File: src/rtl/atm_pkg.sv
// atm_pkg: shared character and key-code definitions for the ATM front-panel blocks
package atm_pkg;
  localparam int CHAR_W = 5;
  localparam int N_CHARS = 8;
  localparam logic [4:0] CHAR_BLANK = 5'd31;
  localparam logic [3:0] KEY_C = 4'd11;
  localparam logic [3:0] KEY_STAR = 4'd12;
  localparam logic [3:0] KEY_HASH = 4'd14;
  typedef enum logic [1:0] {SCAN_NONE, SCAN_ONE, SCAN_MULTI} scan_t;
  typedef enum logic [1:0] {ST_IDLE, ST_CONFIRM, ST_HELD} deb_t;
  function automatic logic is_digit(input logic [3:0] k);
    return k inside {4'd0, 4'd1, 4'd2, 4'd4, 4'd5, 4'd6, 4'd8, 4'd9, 4'd10, 4'd13};
  endfunction
  // key code (row*4+col) to the digit printed on the keycap
  function automatic logic [4:0] key_digit(input logic [3:0] k);
    case (k)
      4'd0: return 5'd1;
      4'd1: return 5'd2;
      4'd2: return 5'd3;
      4'd4: return 5'd4;
      4'd5: return 5'd5;
      4'd6: return 5'd6;
      4'd8: return 5'd7;
      4'd9: return 5'd8;
      4'd10: return 5'd9;
      default: return 5'd0;
    endcase
  endfunction
endpackage

File: src/rtl/keypad_scan.sv
// keypad_scan: column scanner, row synchroniser, scan classifier and debounce FSM
module keypad_scan
  import atm_pkg::*;
#(
  parameter int SCAN_DIV = 100_000,
  parameter int DEBOUNCE = 4
) (
  input  logic       clk,
  input  logic       rst_n,
  output logic [3:0] col_n,
  input  logic [3:0] row_n,
  output logic       key_valid,
  output logic [3:0] key_code
);
  localparam int DW = SCAN_DIV > 1 ? $clog2(SCAN_DIV) : 1;
  localparam int CW = $clog2(DEBOUNCE + 1);
  logic [DW-1:0] div;
  logic [1:0] col, acc_n, base, n_new, row_idx;
  logic [3:0] row_m, row_s, hits, acc_code, code_new, cand;
  logic [2:0] nb, tot;
  logic [CW-1:0] cnt, rel;
  logic slot_end;
  scan_t res;
  deb_t st;
  assign col_n = ~(4'b0001 << col);
  assign slot_end = div == DW'(SCAN_DIV - 1);
  // fold the current column into the running per-scan hit count
  always_comb begin
    hits = ~row_s;
    nb = 3'(hits[0]) + 3'(hits[1]) + 3'(hits[2]) + 3'(hits[3]);
    base = col == 2'd0 ? 2'd0 : acc_n;
    tot = {1'b0, base} + nb;
    n_new = tot >= 3'd2 ? 2'd2 : tot[1:0];
    row_idx = hits[0] ? 2'd0 : hits[1] ? 2'd1 : hits[2] ? 2'd2 : 2'd3;
    code_new = (nb == 3'd1 && base == 2'd0) ? {row_idx, col} : acc_code;
    res = n_new == 2'd0 ? SCAN_NONE : n_new == 2'd1 ? SCAN_ONE : SCAN_MULTI;
  end
  always_ff @(posedge clk or negedge rst_n) begin
    if (!rst_n) begin
      div <= '0;
      col <= 2'd0;
      row_m <= 4'hF;
      row_s <= 4'hF;
      acc_n <= 2'd0;
      acc_code <= 4'd0;
      st <= ST_IDLE;
      cand <= 4'd0;
      cnt <= '0;
      rel <= '0;
      key_valid <= 1'b0;
      key_code <= 4'd0;
    end else begin
      row_m <= row_n;
      row_s <= row_m;
      key_valid <= 1'b0;
      div <= slot_end ? '0 : div + 1'b1;
      if (slot_end) begin
        col <= col + 2'd1;
        acc_n <= n_new;
        acc_code <= code_new;
        if (col == 2'd3) begin
          case (st)
            ST_IDLE: if (res == SCAN_ONE) begin
              cand <= code_new;
              cnt <= CW'(1);
              rel <= '0;
              if (DEBOUNCE <= 1) begin
                key_valid <= 1'b1;
                key_code <= code_new;
                st <= ST_HELD;
              end else st <= ST_CONFIRM;
            end
            ST_CONFIRM: if (res == SCAN_ONE && code_new == cand) begin
              cnt <= cnt + CW'(1);
              if (cnt + CW'(1) == CW'(DEBOUNCE)) begin
                key_valid <= 1'b1;
                key_code <= cand;
                rel <= '0;
                st <= ST_HELD;
              end
            end else begin
              cnt <= '0;
              st <= ST_IDLE;
            end
            ST_HELD: if (res == SCAN_NONE) begin
              if (rel + CW'(1) == CW'(DEBOUNCE)) begin
                rel <= '0;
                cnt <= '0;
                st <= ST_IDLE;
              end else rel <= rel + CW'(1);
            end else rel <= '0;
            default: st <= ST_IDLE;
          endcase
        end
      end
    end
  end
endmodule

File: src/rtl/keypad_entry.sv
// keypad_entry: debounced keypad reader assembling digit entries into an 8-char display word
module keypad_entry
  import atm_pkg::*;
#(
  parameter int SCAN_DIV = 100_000,
  parameter int DEBOUNCE = 4
) (
  input  logic        clk,
  input  logic        rst_n,
  output logic [3:0]  col_n,
  input  logic [3:0]  row_n,
  output logic [39:0] entry,
  output logic [3:0]  entry_len,
  output logic        key_valid,
  output logic [3:0]  key_code,
  output logic        enter,
  output logic        overflow
);
  logic dig;
  keypad_scan #(.SCAN_DIV(SCAN_DIV), .DEBOUNCE(DEBOUNCE)) u_scan (
    .clk(clk),
    .rst_n(rst_n),
    .col_n(col_n),
    .row_n(row_n),
    .key_valid(key_valid),
    .key_code(key_code)
  );
  assign dig = is_digit(key_code);
  assign enter = key_valid && key_code == KEY_HASH;
  assign overflow = key_valid && dig && entry_len == 4'd8;
  // '#' clears after its pulse cycle so the consumer sees the finished entry alongside enter
  always_ff @(posedge clk or negedge rst_n) begin
    if (!rst_n) begin
      entry <= {N_CHARS{CHAR_BLANK}};
      entry_len <= 4'd0;
    end else if (key_valid) begin
      if (dig && entry_len < 4'd8) begin
        entry <= {entry[34:0], key_digit(key_code)};
        entry_len <= entry_len + 4'd1;
      end else if (key_code == KEY_STAR && entry_len != 4'd0) begin
        entry <= {CHAR_BLANK, entry[39:5]};
        entry_len <= entry_len - 4'd1;
      end else if (key_code == KEY_C || key_code == KEY_HASH) begin
        entry <= {N_CHARS{CHAR_BLANK}};
        entry_len <= 4'd0;
      end
    end
  end
endmodule
File: config.mk
export PLATFORM = sky130hd
export DESIGN_NAME = keypad_entry
export DESIGN_NICKNAME = d
export VERILOG_FILES = /design/src/rtl/atm_pkg.sv /design/src/rtl/keypad_scan.sv /design/src/rtl/keypad_entry.sv
export SDC_FILE = /design/constraint.sdc
export NUM_CORES = 1
export LEC_CHECK = 0
export BUFFER_PORTS_ARGS = -buffer_cell sky130_fd_sc_hd__buf_2
export CAP_MARGIN = 40
export CORE_AREA = 5 5 107 119
export CTS_BUF_LIST = sky130_fd_sc_hd__clkbuf_4
export CTS_CLUSTER_SIZE = 16
export DETAILED_ROUTE_END_ITERATION = 10
export DIE_AREA = 0 0 112 124
export PLACE_DENSITY = 0.68
export SYNTH_ARGS = -nofsm -noshare
export SYNTH_HDL_FRONTEND = slang
export SYNTH_HIERARCHICAL = 1
export SYNTH_SLANG_ARGS = --single-unit
File: constraint.sdc
create_clock -name clk -period 5.4 [get_ports clk]
set_input_delay 0.27 -clock clk [delete_from_list [all_inputs] [get_ports clk]]
set_output_delay 0.27 -clock clk [all_outputs]
set_load 0.01 [all_outputs]
==> impl_metrics.ini <==
[sta]
tightest_slew_ns = 0.7999
tns_ns = 0
maxSlewViolCount = 0
clock_skew_ns = 0.01045
rsz0062_at_grt = no
slew_headroom_pct = 46.67
layout_min_cycle_time_ns = 3.809
fmax_mhz = 262.5
hold_viol_final = 0
fin_crit_sh_pct = 70.54
setup_violations = 0

[placed_design]
numPortBuffers = 60
dpl.hpwl_mm = 8.509
gp_congestion = 0.9127

[routing]
routedWlPerCell_um = 16.11
first_pass_iters = 4
viasPerCell = 5.457
via_count = 3956
drc = 0
drt_iter0_markers = 231
drtAntennaViolNets = 0
drt-total-wl_mm = 11.68

[grt]
grt_overflow_total = 0
first_global_vias = 3992
grt_use_total_pct = 17.30
grt_antenna_before_repair = 0
grt_pass1_wl_mm = 19.51
grt_max_degree = 53

[worst_setup_path]
endpoint_kind = flop
rr_endpoint = u_scan/cnt[2]
cp_data_required_time_ns = 5.73
cp_data_arrival_time_ns = 4.14
rrSetupSlack_ns = 1.59
start_kind = flop
rr_worst_depth = 11
r2r-start = u_scan/row_s[0]
crit_type = flop to flop
critical_path.max_fanout = 4

[job]
cap_violations = 0

[clocking]
htree_levels = 3
cts_resized = 0
postCtsSetupRepairBufs = 0
numCtsBuffers = 9
cts_buffer_depth = 2
path_clk_slew_ns = 0.14
cts_hold_buffers = 5
cts_root_buffer = clkbuf_4
insertion_delay_ns = 0.44
cts_tree = built
clkSinkCount = 94

[yosys]
syn_inst = 509
yosysWarnings = 6
synth_edf_count = 0
synthArstFlopShare_pct = 100.0
ys_seq_elements = 94
synth_nets = 540
yosysUniqueCellTypes = 69
ys.flop_type = dfstp_2
syn_avg_cell_area_um2 = 10.83
synth_seq_area_share_pct = 43.75
synthesis.area_um2 = 5514

[power]
power_density_nw_per_um2 = 190.6
p_leak_nw = 2.627
finalPower_w = 0.001169
ir_drop_mv = 0.1162

[cells_and_area]
layout_commonest_cell = mux2i_1
final_core_util_pct = 54.09
layout_common_cells = mux2i_1, buf_2, inv_1
finalNetCount = 601
syn2layout_area_growth_pct = 11.21
nFillCells = 1007
drive_gt1_share_pct = 30.26
num_antenna_cells = 0

[floorplan]
coreArea_um2 = 11340
die_area_um2 = 13890
rows = 41
io_pins = 61
die_y_um = 124
start_util_pct = 48.64
dieWidth_um = 112

[worst_hold_path]
hold_class = input port to async pin

[status]
status = completed
## registers in the layout (all words and copies together) (netlist names)
| name | cells |
|---|---|
| u_scan/div | 17 |
| u_scan/acc_code | 4 |
| u_scan/acc_n | 2 |
| entry_len | 4 |
| u_scan/rel | 3 |
| entry | 40 |
| u_scan/st | 2 |
| u_scan/cand | 4 |
| u_scan/row_m | 4 |
| u_scan/key_code | 4 |
| u_scan/key_valid | 1 |
| u_scan/col | 2 |
| u_scan/cnt | 3 |
| u_scan/row_s | 4 |
## routing by layer
metal	track usage (%)	part of all wire (%)	up-vias
met4	5.334	1.3	0
met1	21.17	44	1974
li1	-	-	1899
met3	3.596	3.9	13
met2	30.92	51	70
met5	0	0	-
## stage by stage
stage                     hold slack, ns  cell area [µm²]  instances  setup WS [ns]
final                             0.3529             6132        725          1.591
after global routing              0.3628             6132        725          1.346
after CTS                         0.3457             6132        725          1.615
after detailed placement          0.3076             5951        704          1.658
after global placement            0.3068             5939        703          1.750
after floorplan                 -0.02559             5514        509          1.901
## worst max-delay path, stage by stage, from the launching register on
cell,delay (ns)
dfstp_2,0.58
inv_1,0.06
fa_1,0.47
ha_1,0.19
ha_1,0.35
fa_1,0.43
xnor2_1,0.27
nand2_1,0.09
a31o_1,0.23
nor4_4,0.42
nand3_1,0.24
o41ai_2,0.36
## worst max-delay path by stage
stage / cells after the start / slack, ns / startpoint / endpoint
global route: 11 / 1.35 / u_scan/row_s[0] / u_scan/rel[2]
detailed placement: 11 / 1.66 / u_scan/row_s[0] / u_scan/cnt[2]
finish: 11 / 1.59 / u_scan/row_s[0] / u_scan/cnt[2]
CTS: 11 / 1.61 / u_scan/row_s[0] / u_scan/cnt[2]
floorplan: 11 / 1.90 / u_scan/row_s[0] / u_scan/key_code[3]
global placement: 11 / 1.75 / u_scan/row_s[0] / u_scan/key_code[3]
## kinds of logic (layout without fill, tap and decap cells)
family | Yosys count | count (layout) | synth area share, %
adder cells (fa/ha/maj) | 25 | 25 | 5.945
AO/OA/AOI/OAI | 54 | 54 | 7.194
flip-flops | 94 | 94 | 43.75
buffers and inverters | 70 | 136 | 5.423
multiplexers | 91 | 91 | 18.36
XOR/XNOR | 17 | 17 | 2.700
AND/OR/NAND/NOR | 158 | 158 | 16.63
## area by class of cell
type / instances / area, µm² / area share (%)
repair buffers: 70 / 394.1 / 6.427
inverters: 50 / 187.7 / 3.061
flip-flops and latches: 94 / 2412 / 39.34
clock buffers: 11 / 82.58 / 1.347
clock inverters: 5 / 48.80 / 0.7958
multi-input cells: 345 / 2819 / 45.97
well taps: 150 / 187.7 / 3.061
## report_power, final
part | internal, W | leakage (nW) | switching (W)
clock | 0.000149 | 0.0762 | 0.000234
sequential | 0.000711 | 1.12 | 0.00000142
combinational | 0.0000258 | 1.43 | 0.0000476
## synthesized netlist by cell type (all sizes together) (3+ instances only)
library cell   n  area, µm²
a21oi         12      71.32
a2bb2oi        3      26.28
and2           3      21.27
and3           9      56.30
buf           15      92.59
clkbuf         5      18.77
dfrtp         46       1151
dfstp         48       1261
ha            23      287.8
inv           50      187.7
mux2          30      401.6
mux2i         61      610.6
nand2         26      100.1
nand3         26      130.1
nand4          7      50.05
nand4b         5      58.80
nor2          23      86.33
nor2b          7      43.79
nor3          27      135.1
nor3b          4      41.29
nor4           4      40.04
o21ai         17      88.84
or3            3      18.77
xnor2          7      61.31
xor2          10      87.58
Note: power is estimated with default switching activity, not from simulation.
